<file path="src/rtl/add_sub_multicycle.sv">
`default_nettype none
// ============================================================================
// Module      : add_sub_multicycle
// Description : WIDTH-bit two's-complement adder/subtractor. It processes
//               CHUNK bits per clock and ripples the carry between chunks.
//               A start/done handshake frames each operation. The result
//               and its flags (carry-out, signed overflow, zero) are
//               registered.
// Revision    : 1.0 - initial release
// ============================================================================
module add_sub_multicycle #(
    parameter int WIDTH = 8,
    parameter int CHUNK = 4
) (
    input  logic             clk,
    input  logic             rst,
    input  logic             start,
    input  logic [WIDTH-1:0] A,
    input  logic [WIDTH-1:0] B,
    input  logic             sel,
    output logic             busy,
    output logic             done,
    output logic [WIDTH-1:0] S,
    output logic             cout,
    output logic             ovf,
    output logic             zero
);

    localparam int              c_N      = WIDTH / CHUNK;
    localparam int              c_KW     = (c_N > 1) ? $clog2(c_N) : 1;
    localparam logic [c_KW-1:0] c_K_LAST = c_KW'(c_N - 1);

    localparam logic [0:0] c_ST_IDLE = 1'b0;
    localparam logic [0:0] c_ST_RUN  = 1'b1;

    logic [0:0]       r_state;
    logic [0:0]       w_state_next;
    logic             w_load;
    logic             w_step;
    logic             w_last;

    // Operands are latched at start. For subtraction, B is already
    // inverted, and the +1 enters through the initial carry.
    logic [WIDTH-1:0] r_a;
    logic [WIDTH-1:0] r_b;
    logic             r_carry;
    logic [c_KW-1:0]  r_k;
    logic [WIDTH-1:0] r_acc;

    logic [WIDTH-1:0] r_s;
    logic             r_cout;
    logic             r_ovf;
    logic             r_zero;
    logic             r_done;
    logic             r_busy;

    int               w_base;
    logic [CHUNK-1:0] w_a_chunk;
    logic [CHUNK-1:0] w_b_chunk;
    logic [CHUNK:0]   w_chunk_sum;
    logic [WIDTH-1:0] w_acc_next;
    logic             w_msb_cin;

    // FSM state register
    always_ff @(posedge clk) begin
        if (rst) begin
            r_state <= c_ST_IDLE;
        end else begin
            r_state <= w_state_next;
        end
    end

    // FSM next-state and datapath control strobes
    always_comb begin
        w_state_next = r_state;
        w_load       = 1'b0;
        w_step       = 1'b0;
        w_last       = 1'b0;
        case (r_state)
            c_ST_IDLE: begin
                if (start) begin
                    w_load       = 1'b1;
                    w_state_next = c_ST_RUN;
                end
            end
            c_ST_RUN: begin
                w_step = 1'b1;
                if (r_k == c_K_LAST) begin
                    w_last       = 1'b1;
                    w_state_next = c_ST_IDLE;
                end
            end
            default: begin
                w_state_next = c_ST_IDLE;
            end
        endcase
    end

    // Chunk adder: this cycle's slice plus the rippled carry. The carry into
    // the MSB comes from the top bit of the slice, where a ^ b ^ sum gives
    // the carry into that bit position.
    always_comb begin
        w_base      = int'(r_k) * CHUNK;
        w_a_chunk   = r_a[w_base +: CHUNK];
        w_b_chunk   = r_b[w_base +: CHUNK];
        w_chunk_sum = {1'b0, w_a_chunk} + {1'b0, w_b_chunk} + {{CHUNK{1'b0}}, r_carry};
        w_acc_next  = r_acc;
        w_acc_next[w_base +: CHUNK] = w_chunk_sum[CHUNK-1:0];
        w_msb_cin   = w_a_chunk[CHUNK-1] ^ w_b_chunk[CHUNK-1] ^ w_chunk_sum[CHUNK-1];
    end

    // Datapath: latch operands, accumulate chunks, publish the result on the last chunk
    always_ff @(posedge clk) begin
        if (rst) begin
            r_a     <= '0;
            r_b     <= '0;
            r_carry <= 1'b0;
            r_k     <= '0;
            r_acc   <= '0;
            r_s     <= '0;
            r_cout  <= 1'b0;
            r_ovf   <= 1'b0;
            r_zero  <= 1'b0;
            r_done  <= 1'b0;
            r_busy  <= 1'b0;
        end else begin
            r_done <= 1'b0;
            if (w_load) begin
                r_a     <= A;
                r_b     <= B ^ {WIDTH{sel}};
                r_carry <= sel;
                r_k     <= '0;
                r_acc   <= '0;
                r_busy  <= 1'b1;
            end
            if (w_step) begin
                r_acc   <= w_acc_next;
                r_carry <= w_chunk_sum[CHUNK];
                r_k     <= r_k + 1'b1;
            end
            if (w_last) begin
                r_k    <= '0;
                r_s    <= w_acc_next;
                r_cout <= w_chunk_sum[CHUNK];
                r_ovf  <= w_msb_cin ^ w_chunk_sum[CHUNK];
                r_zero <= (w_acc_next == '0);
                r_done <= 1'b1;
                r_busy <= 1'b0;
            end
        end
    end

    assign busy = r_busy;
    assign done = r_done;
    assign S    = r_s;
    assign cout = r_cout;
    assign ovf  = r_ovf;
    assign zero = r_zero;

endmodule
`default_nettype wire

</file>
<file path="config.mk">
export PLATFORM = sky130hd
export DESIGN_NAME = add_sub_multicycle
export DESIGN_NICKNAME = d
export VERILOG_FILES = /design/src/rtl/add_sub_multicycle.sv
export SDC_FILE = /design/constraint.sdc
export NUM_CORES = 1
export LEC_CHECK = 0
export CAP_MARGIN = 20
export CORE_AREA = 8 8 72 59
export CTS_BUF_LIST = sky130_fd_sc_hd__clkbuf_8
export CTS_CLUSTER_SIZE = 30
export DETAILED_ROUTE_END_ITERATION = 10
export DIE_AREA = 0 0 80 67
export DONT_BUFFER_PORTS = 1
export PLACE_DENSITY_LB_ADDON = 0.12
export SLEW_MARGIN = 15
export SYNTH_ARGS = -nofsm -noshare
export SYNTH_HDL_FRONTEND = slang
export SYNTH_SLANG_ARGS = --single-unit
</file>
<file path="constraint.sdc">
create_clock -name clk -period 6 [get_ports clk]
set_input_delay 1.2 -clock clk [delete_from_list [all_inputs] [get_ports clk]]
set_output_delay 1.2 -clock clk [all_outputs]
set_load 0.1 [all_outputs]
</file>
==> impl_results.md <==
* Status: finished, final reports clean
* Pwr Total at 0.624 mW
* Headroom to the max-slew limit at 0.324
* CP cell instances: mux2_2, fa_1, fa_1, or4_4, nor4_2, a22o_1
* Sequential share of power at 0.468
* Starting Density at 0.526
* TritonCTS clock tree: yes
* Hold buffers post-CTS at 0
* Register bit count reported by yosys at 38
* WP data arrival at 3.15 ns
* Area of the multi-input gates at 816 µm²
* Post-Syn Nets at 207
* Critical Path Source Type: register
* Cell count after synthesis at 182
* H-tree levels at 2
* Wire length per cell at 15.5 µm
* Post-synth cell types at 27
* Cts repair resizes at 0
* Commonest non-fill, non-tap cell in the layout: dfxtp_1
* Tmin final at 2.93 ns
* Met2 wire len at 1.39 mm
* Wl on met1 at 1.55 mm
* Slowest-stage cell, CP: dfxtp_1
* ANT nets after route at 0
* Leakage at 0.677 nW
* Initial antenna violation count at 0
* Layout cells sized above 1 at 0.106
* Clock buffer depth at 2
* Clk sinks at 38
* Pre-antenna DRT Iters at 4
* DIE AREA at 5360 µm²
* Setup TNS at 0 ns
* Root Buffer: clkbuf_8
* Met3 routed WL at 429 µm
* DRT iter0 DRCs at 94
* Pre-CTS setup slack at 3.07 ns
* Drt drc at 0
* Combinational Power Share at 0.107
* Setup violators final at 0
* CP dominant cell by count: fa_1
* Max VDD drop at 0.210 mV
* Area growth syn-to-layout at 8.96%
* Core ar. at 3110 µm²
* Post-CTS Setup Bufs at 0
* Highest clock rate at 342 MHz
* Final Hold Slack at 0.454 ns
* Clk pwr share at 0.425
* TritonCTS buffer count at 5
* Most frequent cells in the layout: 38 x dfxtp_1, 31 x nand2_1, 21 x a21oi_1, 20 x nor2_1, 12 x a211oi_1
* GRT Total Usage at 0.129
* Top sig layer: met4
* Vias at 1,177
* Final WS setup at 3.07 ns
* Filler cell count at 283
* Clock skew at 0.00324 ns
* Pwr dens at 351 nW/µm²
* Worst-path clk slew at 0.07 ns
* Switching Fraction at 0.238
* Crit path kind: register to register
* Largest net degree at the start of global routing at 39
* Ant diodes at 0
* Setup crit end kind: register
* CP peak stage delay at 0.67 ns
* RSZ-0062 raised after global routing: no
* I/O Buffers at 0
* Hold WC Path Type: register to register
* Die Height at 67 µm
* First-pass GRT wire length at 5.26 mm
* Worst path required time at 6.23 ns
* Worst-path maximum fanout at 15
* Final Max Tran Viols at 0
* Sw Pwr at 0.148 mW
* P_int at 0.476 mW
* Tightest Pin Transition at 1.01 ns
* # IOs at 33
* Via density at 5.37
* Seq. cell area at 761 µm²
* Mean post-synth cell area at 8.98 µm²
* # rows at 18
* DPL Wire Length at 2.49 mm
* Congestion Overflow GR at 0
* Seq/Total Area, Yosys at 0.466
* Period utilization at 0.488
* WL final at 3.40 mm
* Max-cap violations at 0
* Yosys warning total at 0
* Synth Cell Area at 1630 µm²
* Vias in the first global route at 1,099
* Final net count at 203
* Width of the die at 80 µm
* Worst-skew pair later-pin latency at 0.28 ns
* Final Hold Viols at 0
* GPL Wtd Cong at 0.834
[flip-flops by register name, indices dropped and copies added, names as in the netlist]
register / flops
r_a: 8
ovf: 1
r_b: 8
r_carry: 1
zero: 1
r_k: 1
r_acc: 6
cout: 1
S: 8
r_state: 1
busy: 1
done: 1
[path summary, 6_finish.rpt]
| kind | from | endpoint | slack, ns | cells after the start |
|---|---|---|---|---|
| worst max-delay path | r_k | zero | 3.07 | 6 |
| worst max register to register | r_k | zero | 3.07 | 6 |
| worst min-delay path | r_a[7] | r_a[7] | 0.45 | 2 |
| worst min register to register | r_a[7] | r_a[7] | 0.45 | 2 |
[through the flow]
step	util	cell area (µm²)	std cells
4_1_cts	0.573	1780	219
6_report	0.573	1780	219
3_3_place_gp	0.527	1640	211
3_5_place_dp	0.527	1640	211
5_1_grt	0.573	1780	219
2_1_floorplan	-	1630	182
[Yosys cell counts (all sizes together)]
| library cell | number | share of area |
|---|---|---|
| inv | 1 | 0.0023 |
| nand2b | 3 | 0.011 |
| nand3b | 2 | 0.0092 |
| a22oi | 3 | 0.014 |
| nor4 | 1 | 0.0077 |
| dfxtp | 38 | 0.47 |
| o21a | 1 | 0.0046 |
| mux2 | 8 | 0.055 |
| buf | 9 | 0.026 |
| a21o | 2 | 0.0092 |
| o31ai | 1 | 0.0046 |
| fa | 2 | 0.025 |
| a22o | 1 | 0.0054 |
| xor2 | 2 | 0.011 |
| o21ai | 2 | 0.0061 |
| nor2 | 20 | 0.046 |
| a211oi | 12 | 0.055 |
| or4 | 1 | 0.0069 |
| nor2b | 3 | 0.011 |
| a21oi | 21 | 0.064 |
| clkbuf | 3 | 0.0069 |
| nor3 | 1 | 0.0031 |
| and2 | 2 | 0.0077 |
| xnor2 | 9 | 0.048 |
| nand2 | 31 | 0.071 |
| ha | 3 | 0.023 |
[worst max-delay path: cells and delay by family (launching register included)]
kind	cells	cell delay [ns]
multiplexers	1	0.42
flip-flops	1	0.67
adder cells (fa/ha/maj)	2	0.92
AO/OA/AOI/OAI	1	0.18
AND/OR/NAND/NOR	2	0.67
[layout make-up]
class / instances / share of cell area
multi-input cells: 131 / 0.458
flip-flops and latches: 38 / 0.427
clock buffers: 6 / 0.0464
clock inverters: 2 / 0.0337
well taps: 40 / 0.0281
repair buffers: 1 / 0.00422
inverters: 1 / 0.00211
[metal layers]
| layer | track usage | vias to the layer above |
|---|---|---|
| met1 | 0.156 | 519 |
| met2 | 0.178 | 49 |
| li1 | - | 607 |
| met4 | 0.0633 | 0 |
| met5 | 0 | - |
| met3 | 0.0712 | 2 |
[power groups by stage]
stage	Clock (mW)	Sequential, mW	Combinational (mW)
after floorplan	0	0.292	0.0639
after global placement	0	0.298	0.0647
after detailed placement	0	0.298	0.0669
after CTS	0.271	0.292	0.0671
after global routing	0.282	0.294	0.0744
final	0.265	0.292	0.0665
[kinds of logic (layout without fill, tap and decap cells)]
group / after synthesis / after routing / synth area share
DFF: 38 / 38 / 0.466
xor gates and xnor gates: 11 / 11 / 0.0590
AOI/OAI and AO/OA: 43 / 43 / 0.163
adders and majority gates: 5 / 5 / 0.0475
muxes: 8 / 8 / 0.0551
buffers and inverters: 13 / 10 / 0.0352
and+or+nand+nor: 64 / 64 / 0.175
Note: power is estimated with default switching activity, not from simulation.
